**src/rtl/mips_bp_pkg.sv**
```systemverilog
// Branch-prediction types shared by the fetch-side prediction register and the execute-side resolve unit.
// Holds the 2-bit counter encoding, its update rule and the BTB write-entry layout.
package mips_bp_pkg;

   typedef enum logic [1:0] {
      BP_SNT = 2'b00,
      BP_WNT = 2'b01,
      BP_WT  = 2'b10,
      BP_ST  = 2'b11
   } bpState_t;

   // pcBits is Address[31:2]: the low IDX_BITS form the index, the rest the tag
   typedef struct packed {
      logic [29:0] pcBits;
      logic [31:0] target;
      bpState_t    bp;
   } btbWrEntry_t;

   localparam int BTB_WR_ENTRY_W = $bits(btbWrEntry_t);

   function automatic bpState_t bp_next(input bpState_t bp, input logic taken);
      bpState_t result;
      result = bp;
      if (taken) begin
         if (bp != BP_ST) result = bpState_t'(bp + 2'd1);
      end else begin
         if (bp != BP_SNT) result = bpState_t'(bp - 2'd1);
      end
      return result;
   endfunction

endpackage

```
**src/rtl/btb_resolve_unit_if.sv**
```systemverilog
// BTB write port: the resolve unit offers queued entries, the BTB accepts them with BTBWrReady.
interface btb_resolve_unit_if
   import mips_bp_pkg::*;
#(
   parameter int IDX_BITS = 6
) ();

   logic                     BTBWrValid;
   logic                     BTBWrReady;
   logic [IDX_BITS-1:0]      BTBWrIndex;
   logic [32-IDX_BITS-3:0]   BTBWrTag;
   logic [31:0]              BTBWrTarget;
   bpState_t                 BTBWrBP;

   modport master (
      output BTBWrValid, BTBWrIndex, BTBWrTag, BTBWrTarget, BTBWrBP,
      input  BTBWrReady
   );

   modport slave (
      input  BTBWrValid, BTBWrIndex, BTBWrTag, BTBWrTarget, BTBWrBP,
      output BTBWrReady
   );

endinterface

```
**src/rtl/btb_wr_fifo.sv**
```systemverilog
// Small FIFO holding pending BTB updates; a push into a full queue is accepted only when a pop frees a slot.
module btb_wr_fifo
   import mips_bp_pkg::*;
#(
   parameter int DEPTH = 4,
   parameter int WIDTH = BTB_WR_ENTRY_W
) (
   input  logic             clk,
   input  logic             rst,
   input  logic             i_pushValid,
   input  logic [WIDTH-1:0] i_pushData,
   input  logic             i_popReady,
   output logic             o_headValid,
   output logic [WIDTH-1:0] o_headData,
   output logic             o_full,
   output logic             o_pop
);

   localparam int PTR_W = $clog2(DEPTH);

   logic [WIDTH-1:0] r_mem [DEPTH];
   logic [PTR_W-1:0] r_rdPtr;
   logic [PTR_W-1:0] r_wrPtr;
   logic [PTR_W:0]   r_count;

   logic w_empty;
   logic w_pushAccept;

   assign w_empty      = (r_count == '0);
   assign o_full       = (r_count == (PTR_W+1)'(DEPTH));
   assign o_headValid  = !w_empty;
   assign o_pop        = o_headValid & i_popReady;
   assign w_pushAccept = i_pushValid & (!o_full | o_pop);
   // Gating with empty keeps the head fields at zero out of reset without clearing storage
   assign o_headData   = w_empty ? '0 : r_mem[r_rdPtr];

   always_ff @(posedge clk) begin
      if (!rst && w_pushAccept) r_mem[r_wrPtr] <= i_pushData;
   end

   always_ff @(posedge clk) begin
      if (rst) begin
         r_rdPtr <= '0;
         r_wrPtr <= '0;
         r_count <= '0;
      end else begin
         if (w_pushAccept) r_wrPtr <= r_wrPtr + 1'b1;
         if (o_pop)        r_rdPtr <= r_rdPtr + 1'b1;
         case ({w_pushAccept, o_pop})
            2'b10:   r_count <= r_count + 1'b1;
            2'b01:   r_count <= r_count - 1'b1;
            default: r_count <= r_count;
         endcase
      end
   end

endmodule

```
**src/rtl/btb_resolve_unit.sv**
```systemverilog
// Execute-stage branch resolution: compares the carried prediction with the real outcome,
// pulses a redirect on mispredict, queues the BTB update and keeps branch statistics.
module btb_resolve_unit
   import mips_bp_pkg::*;
#(
   parameter int DEPTH    = 4,
   parameter int IDX_BITS = 6
) (
   input  logic        Clk,
   input  logic        Rst,
   input  logic        ExBranch,
   input  logic        ExTaken,
   input  logic [31:0] ExTarget,
   input  logic [1:0]  ExBP,
   input  logic [31:0] ExAddress,
   input  logic [31:0] ExBTBInstruction,
   output logic        Mispredict,
   output logic [31:0] RedirectPC,
   output logic [31:0] BranchCount,
   output logic [31:0] MispredictCount,
   output logic [15:0] DropCount,
   btb_resolve_unit_if.master btbWr
);

   logic                      r_mispredict;
   logic [31:0]               r_redirectPC;
   logic [31:0]               r_branchCount;
   logic [31:0]               r_mispredictCount;
   logic [15:0]               r_dropCount;

   logic                      w_predTaken;
   logic                      w_mispredictCond;
   logic [31:0]               w_redirectPC;
   btbWrEntry_t               w_entry;
   btbWrEntry_t               w_headEntry;
   logic [BTB_WR_ENTRY_W-1:0] w_headData;
   logic                      w_headValid;
   logic                      w_full;
   logic                      w_pop;
   logic                      w_drop;

   assign w_predTaken      = ExBP[1];
   // A correctly predicted taken branch still mispredicts if the BTB target was stale
   assign w_mispredictCond = ExBranch & ((ExTaken != w_predTaken) |
                                         (ExTaken & w_predTaken & (ExTarget != ExBTBInstruction)));
   assign w_redirectPC     = ExTaken ? ExTarget : (ExAddress + 32'd4);
   assign w_drop           = ExBranch & w_full & !w_pop;

   always_comb begin
      w_entry        = '0;
      w_entry.pcBits = ExAddress[31:2];
      w_entry.target = ExTaken ? ExTarget : ExBTBInstruction;
      w_entry.bp     = bp_next(bpState_t'(ExBP), ExTaken);
   end

   btb_wr_fifo #(
      .DEPTH (DEPTH),
      .WIDTH (BTB_WR_ENTRY_W)
   ) u_fifo (
      .clk         (Clk),
      .rst         (Rst),
      .i_pushValid (ExBranch),
      .i_pushData  (w_entry),
      .i_popReady  (btbWr.BTBWrReady),
      .o_headValid (w_headValid),
      .o_headData  (w_headData),
      .o_full      (w_full),
      .o_pop       (w_pop)
   );

   assign w_headEntry       = btbWrEntry_t'(w_headData);
   assign btbWr.BTBWrValid  = w_headValid;
   assign btbWr.BTBWrIndex  = w_headEntry.pcBits[IDX_BITS-1:0];
   assign btbWr.BTBWrTag    = w_headEntry.pcBits[29:IDX_BITS];
   assign btbWr.BTBWrTarget = w_headEntry.target;
   assign btbWr.BTBWrBP     = w_headEntry.bp;

   always_ff @(posedge Clk) begin
      if (Rst) begin
         r_mispredict      <= 1'b0;
         r_redirectPC      <= '0;
         r_branchCount     <= '0;
         r_mispredictCount <= '0;
         r_dropCount       <= '0;
      end else begin
         r_mispredict <= w_mispredictCond;
         if (w_mispredictCond) r_redirectPC <= w_redirectPC;
         if (ExBranch)         r_branchCount <= r_branchCount + 32'd1;
         if (w_mispredictCond) r_mispredictCount <= r_mispredictCount + 32'd1;
         if (w_drop && (r_dropCount != 16'hFFFF)) r_dropCount <= r_dropCount + 16'd1;
      end
   end

   assign Mispredict      = r_mispredict;
   assign RedirectPC      = r_redirectPC;
   assign BranchCount     = r_branchCount;
   assign MispredictCount = r_mispredictCount;
   assign DropCount       = r_dropCount;

endmodule
```
**src/flat_wrapper.sv**
```systemverilog
// flat-port wrapper written by rule: the top's interface ports become plain ports
module btb_resolve_unit_flat import mips_bp_pkg::*;
#(
   parameter int DEPTH    = 4,
   parameter int IDX_BITS = 6
)
  (Clk, Rst, ExBranch, ExTaken, ExTarget, ExBP, ExAddress, ExBTBInstruction, Mispredict, RedirectPC, BranchCount, MispredictCount, DropCount, btbWr_BTBWrValid, btbWr_BTBWrIndex, btbWr_BTBWrTag, btbWr_BTBWrTarget, btbWr_BTBWrBP, btbWr_BTBWrReady);
  btb_resolve_unit_if #(.IDX_BITS(IDX_BITS)) btbWr_i ();
  input  logic Clk;
  input  logic Rst;
  input  logic ExBranch;
  input  logic ExTaken;
  input  logic [31:0] ExTarget;
  input  logic [1:0] ExBP;
  input  logic [31:0] ExAddress;
  input  logic [31:0] ExBTBInstruction;
  output logic Mispredict;
  output logic [31:0] RedirectPC;
  output logic [31:0] BranchCount;
  output logic [31:0] MispredictCount;
  output logic [15:0] DropCount;
  output wire logic [$bits(btbWr_i.BTBWrValid)-1:0] btbWr_BTBWrValid;
  output wire logic [$bits(btbWr_i.BTBWrIndex)-1:0] btbWr_BTBWrIndex;
  output wire logic [$bits(btbWr_i.BTBWrTag)-1:0] btbWr_BTBWrTag;
  output wire logic [$bits(btbWr_i.BTBWrTarget)-1:0] btbWr_BTBWrTarget;
  output wire logic [$bits(btbWr_i.BTBWrBP)-1:0] btbWr_BTBWrBP;
  input wire logic [$bits(btbWr_i.BTBWrReady)-1:0] btbWr_BTBWrReady;
  assign btbWr_BTBWrValid = btbWr_i.BTBWrValid;
  assign btbWr_BTBWrIndex = btbWr_i.BTBWrIndex;
  assign btbWr_BTBWrTag = btbWr_i.BTBWrTag;
  assign btbWr_BTBWrTarget = btbWr_i.BTBWrTarget;
  assign btbWr_BTBWrBP = btbWr_i.BTBWrBP;
  assign btbWr_i.BTBWrReady = btbWr_BTBWrReady;
  btb_resolve_unit #(.DEPTH(DEPTH), .IDX_BITS(IDX_BITS)) u_core (.Clk(Clk), .Rst(Rst), .ExBranch(ExBranch), .ExTaken(ExTaken), .ExTarget(ExTarget), .ExBP(ExBP), .ExAddress(ExAddress), .ExBTBInstruction(ExBTBInstruction), .Mispredict(Mispredict), .RedirectPC(RedirectPC), .BranchCount(BranchCount), .MispredictCount(MispredictCount), .DropCount(DropCount), .btbWr(btbWr_i));
endmodule
```
**config.mk**
```make
export PLATFORM = sky130hd
export DESIGN_NAME = btb_resolve_unit_flat
export DESIGN_NICKNAME = d
export VERILOG_FILES = /design/src/rtl/mips_bp_pkg.sv /design/src/rtl/btb_resolve_unit_if.sv /design/src/rtl/btb_wr_fifo.sv /design/src/rtl/btb_resolve_unit.sv /design/src/flat_wrapper.sv
export SDC_FILE = /design/constraint.sdc
export NUM_CORES = 1
export LEC_CHECK = 0
export CAP_MARGIN = 20
export CORE_MARGIN = 4
export CORE_UTILIZATION = 40
export DETAILED_ROUTE_END_ITERATION = 10
export GPL_ROUTABILITY_DRIVEN = 0
export HOLD_SLACK_MARGIN = 0.06
export PLACE_DENSITY_LB_ADDON = 0.05
export SLEW_MARGIN = 30
export SYNTH_ARGS = -nofsm -noshare
export SYNTH_HDL_FRONTEND = slang
export SYNTH_SLANG_ARGS = --single-unit
```
**constraint.sdc**
```tcl
create_clock -name Clk -period 3.96 [get_ports Clk]
set_input_delay 0.594 -clock Clk [delete_from_list [all_inputs] [get_ports Clk]]
set_output_delay 0.594 -clock Clk [all_outputs]
set_load 0.005 [all_outputs]
```
== Word level (Yosys, flattened, before mapping) ==
Memories as Yosys holds them, arrays and structs flattened. A register that Yosys moved wholly into a read port is not among the register bits.
Cells that the tools add are included.

* Flip-flop bits (word level): 120
* Output and inout port bits: 178
* Memory bits (writable): 256
* Word-level logic and storage cells: 55
* Memories: 1

* Reductions and logical operators: 9
* Bitwise gates (word level): 9
* Eq/ne operators: 7
* Add/subtract/negate cells: 10
* Muxes and demuxes: 11

{| class="wikitable"
|+ Memories
! name !! words !! width !! read ports !! clocked after Yosys merged registers in !! wr ports !! RTL line !! source
|-
| u_core.u_fifo.r_mem || 4 || 64 || 1 || 1 || 1 || btb_wr_fifo.sv:21 || <nowiki>logic [WIDTH-1:0] r_mem [DEPTH];</nowiki>
|}

{| class="wikitable"
|+ Operators with widths
! cell !! number
|-
| $add 32x1->32 const B || 2
|-
| $mux 32 || 2
|-
| $mux 64 || 1
|-
| $add 32x3->32 const B || 1
|-
| $ne 32x32->1 || 1
|-
| $add 16x1->16 const B || 1
|-
| $ne 16x16->1 const B || 1
|-
| $mux 2 || 5
|-
| $and 1x1->1 || 7
|-
| $add 2x1->2 const B || 3
|-
| $pmux 3 s2 || 1
|-
| $logic_not 1->1 || 4
|-
| $reduce_bool 2->1 || 2
|-
| $add 3x1->3 const B || 1
|-
| $eq 3x3->1 const B || 1
|-
| $logic_not 3->1 || 1
|-
| $sub 3x1->3 const B || 1
|-
| $eq 2x1->1 const B || 1
|-
| $eq 2x2->1 const B || 1
|-
| $logic_and 1x1->1 || 2
|-
| $mux 1 || 2
|-
| $ne 2x2->1 const B || 1
|-
| $or 1x1->1 || 2
|-
| $sub 2x1->2 const B || 1
|-
| $ne 1x1->1 || 1
|}

== Longest topological paths before layout ==
* Depth in word-level cells: 8
* Mapped depth: 11
* Depth with buffers taken out: 9

== Modules after synthesis ==
Synthesis repeated with hierarchy kept, for this count alone.

* Cell total of the unflattened synthesis: 1346
* Area total of the unflattened synthesis: 17334.1 µm²

{| class="wikitable"
|+ Modules (own cells, without submodules)
! module !! cells each !! seq. area each (µm²) !! times used !! area an instance (µm²)
|-
| btb_wr_fifo || 474 || 7867.5 || 1 || 10238.6
|-
| btb_resolve_unit || 872 || 2262.2 || 1 || 7095.6
|}

== Worst setup path before layout ==
No wires, ideal clock.

* Path type: input-to-reg
* From: input Rst
* To: memory u_core.u_fifo.r_mem[0][0] (netlist name) (enable)
* Arrival time: 2.888 ns
* Stages on the path: 5
* Path slack: 0.643 ns
* Setup time: 0.429 ns
* Data required time: 3.531 ns
* Cells stage by stage: clkbuf_1 buf_1 clkbuf_1 nor2_1 and2_1

* Longest elaborated chain between the ends: 4

{| class="wikitable"
|+ Ends and longest elaborated chain
! item !! RTL line !! source
|-
| start: declaration || flat_wrapper.sv:10 || <nowiki>input logic Rst;</nowiki>
|-
| $logic_not 1->1 || btb_wr_fifo.sv:38 || <nowiki>if (!rst && w_pushAccept) r_mem[r_wrPtr] <= i_pushData;</nowiki>
|-
| $logic_and 1x1->1 || btb_wr_fifo.sv:38 ||
|-
| $mux 1 || btb_wr_fifo.sv:38 ||
|-
| $mux 1 (implied by the code) || btb_wr_fifo.sv:38 ||
|-
| end: declaration || btb_wr_fifo.sv:21 ||
|}

Every way passes these cells.

==> results.md <==
- Status: finished, final reports clean
- Yosys Warn Count: 0
- Slew Limit Fails: 0
- Vias: 11.9k
- Synth top area cells: edfxtp_1 (44%), dfxtp_1 (14%), mux4_2 (8.3%), xor2_1 (3.9%), and2_1 (2.7%)
- Height of the die: 216 um
- Crit path largest cell delay: 0.57 ns
- Psw: 2370 uW
- Hold/Removal Path Class: flip-flop to flip-flop
- Wire per inst: 22.3 um
- Sequential area share after synthesis: 0.586
- Die area: 46600 sq um
- Initial Utilization: 0.409
- Largest family of logic cells by synthesized area: simple AND/OR/NAND/NOR gates
- Std-Cell Rows: 75
- Compound-Gate Fraction of Synth Area: 0.0488
- Worst skew pair latency: 0.56 ns
- Clk root buf: clkbuf_16
- Synth Area in Adders: 0.00883
- Initial antenna violation count: 9
- Tmin final: 3.38 ns
- Mux share of post-synthesis cell area: 0.126
- Post-synth cell types: 62
- Critical Path End Type: output port
- Slew @ Worst Pin: 0.969 ns
- Iteration-0 DRC Markers: 792
- Post-CTS Setup Repair Bufs: 0
- CTS Buf Count: 42
- Syn nets: 1457
- CTS clk-pin slew, worst paths: 0.06 ns
- Synth Cell Area: 17300 sq um
- Residual DRC count: 0
- Drt total wl: 49.8 mm
- CTS tree: done
- Remaining antenna violation count: 0
- Post-cts sizing count: 0
- Critical path class: flip-flop to output port
- Period utilisation layout: 0.852
- Vias in the first global route: 12.2k
- Hold-fix buffers, CTS: 0
- Combinational Power Share: 0.146
- Syn_area_per_cell: 12.9 sq um
- Ys async rst share: 0
- Total Routing Usage GR: 0.211
- Number of synthesized flops with an enable pin: 256
- Clock share of power: 0.416
- Switch share: 0.234
- Die X: 216 um
- Post-synthesis xor/xnor area fraction: 0.0527
- Sequential Power Share: 0.438
- Critical path launch point type: flip-flop
- Leakage: 0.00748 uW
- Cell family with most CP delay: buffers and inverters
- Crit path buf inv count: 2
- Top Ports: 281
- Nets: 1733
- Final Core Density: 0.527
- Congestion Overflow GR: 0
- Post-synth top area cell: edfxtp_1
- Register bit total from synthesis: 378
- Simple-gate portion of the synthesized area: 0.153
- Power Internal: 7770 uW
- # clock sinks: 378
- Critical-path maximum fanout: 23
- H-Tree Level Count: 2
- Synthesis-to-finish area growth: 29.0%
- Ratio of cells with drive above 1 in the final layout: 0.135
- Hpwl dp: 34.3 mm
- Core Region: 42300 sq um
- Hold Fails Final Rpt: 0
- Fmax: 296 MHz
- Worst EP required: 3.37 ns
- Crit-path cells: buf_4, mux4_2, and2_1, clkdlybuf4s50_1
- Largest net degree at the start of global routing: 110
- Drt via density: 5.33
- Setup TNS: 0 ns
- DRT Pass-1 Iters: 6
- Slew HR: 0.354
- PortBufs: 280
- Synth top area share: 0.445
- Global-route wire length before repair: 75.8 mm
- Ys flop type: edfxtp_1
- Mapped Cells: 1344
- Max Cap Viol: 0
- Pwr dens: 455 nW/um^2
- Clock Tree Buf Depth: 3
- Clock Skews: 0.0129 ns
- RSZ-0062 raised after global routing: false
- Slowest-stage cell, CP: mux4_2
- Max VDD drop: 0.391 mV
- Endpoints failing setup: 0
- Critical Path AT: 2.78 ns
through the flow:
step	total power [uW]	instances	setup slack [ns]	hold slack (ns)	area [sq um]
global placement	6030	2153	0.315	0.467	20800
finish	10100	2233	0.585	0.478	22300
global route	10600	2231	0.417	0.500	22300
detailed placement	6040	2153	0.256	0.463	20800
CTS	10300	2231	0.501	0.474	22300
floorplan	5220	1344	0.643	0.459	17300
synth_stat cells (all sizes together) (12+ instances only):
cell and n:
a21oi 41, and2 75, and3 17, buf 26, clkbuf 51, dfxtp 122
edfxtp 256, inv 27, mux2 59, mux4 64, nand2 55, nand3 67
nand4 43, nand4b 14, nor2 113, nor2b 28, nor3 12, nor4 18
o21ai 55, xnor2 27, xor2 77
logic make-up after synthesis:
group                    after synthesis
AND/OR/NAND/NOR                      475
AO/OA/AOI/OAI                        140
flip-flops                           378
buffers and inverters                105
multiplexers                         130
adder cells (fa/ha/maj)               12
XOR/XNOR                             104
layout make-up:
class | count | area (sq um)
sequential | 378 | 10100
tap | 577 | 722
timing repair buffer | 309 | 3100
antenna | 2 | 5.00
clock buffer | 49 | 1090
multi-input combinational | 861 | 6750
clock inverter | 29 | 402
inverter | 28 | 105
fill | 3696 | 20000
routing by layer:
metal,vias to the layer above,track usage,share of wire
met5,-,0,0.0017
met4,14,0.0536,0.024
met3,71,0.0640,0.072
met2,339,0.350,0.48
met1,5906,0.273,0.42
li1,5569,-,-
sequential cells by signal (all words and copies together), names as in the netlist, named ones only:
name                    count
u_core.BranchCount         32
u_core.u_fifo.r_rdPtr       2
u_core.u_fifo.r_mem       256
u_core.Mispredict           1
u_core.MispredictCount     32
u_core.u_fifo.r_wrPtr       2
u_core.DropCount           16
u_core.u_fifo.r_count       3
u_core.RedirectPC          32
path summary, 6_finish.rpt:
path                                               start  slack [ns]  depth (start not counted)                                       to
setup / recovery                               flip-flop        0.58                          4                    btbWr_BTBWrTarget[29]
hold / removal        u_core.RedirectPC[29]$_SDFFE_PP0P_        0.48                          2       u_core.RedirectPC[29]$_SDFFE_PP0P_
setup reg to reg  u_core.MispredictCount[5]$_SDFFE_PP0P_        1.13                          6  u_core.MispredictCount[28]$_SDFFE_PP0P_
hold reg to reg       u_core.RedirectPC[29]$_SDFFE_PP0P_        0.48                          2       u_core.RedirectPC[29]$_SDFFE_PP0P_
worst reg2reg max path, cell delays in order, from the launching register on:
cell	delay, ns
dfxtp_1	0.53
nand4_2	0.21
nor4_4	0.71
nor2b_1	0.56
nand4_1	0.17
o32ai_1	0.17
mux2_1	0.35
power by group through the flow:
stage | Combinational (uW) | Sequential (uW) | Clock (uW)
after CTS | 1520 | 4440 | 4330
after global placement | 1510 | 4520 | 0
after global routing | 1610 | 4450 | 4510
final | 1480 | 4440 | 4220
after detailed placement | 1520 | 4520 | 0
after floorplan | 729 | 4490 | 0
cell usage in the layout (no fill, tap or decap), drive strengths merged, types with 18 or more instances in the layout:
| master | synthesis | final |
|---|---|---|
| o21ai | 55 | 55 |
| dfxtp | 122 | 122 |
| clkdlybuf4s50 | 0 | 278 |
| a21oi | 41 | 41 |
| nand2 | 55 | 55 |
| nand4 | 43 | 43 |
| nand3 | 67 | 67 |
| nor2 | 113 | 113 |
| nor2b | 28 | 28 |
| and2 | 75 | 75 |
| inv | 27 | 29 |
| clkinv | 1 | 18 |
| nor4 | 18 | 18 |
| xnor2 | 27 | 27 |
| xor2 | 77 | 77 |
| clkbuf | 51 | 49 |
| edfxtp | 256 | 256 |
| buf | 26 | 31 |
| mux4 | 64 | 64 |
| mux2 | 59 | 59 |
(Power assumes the default switching activity.)
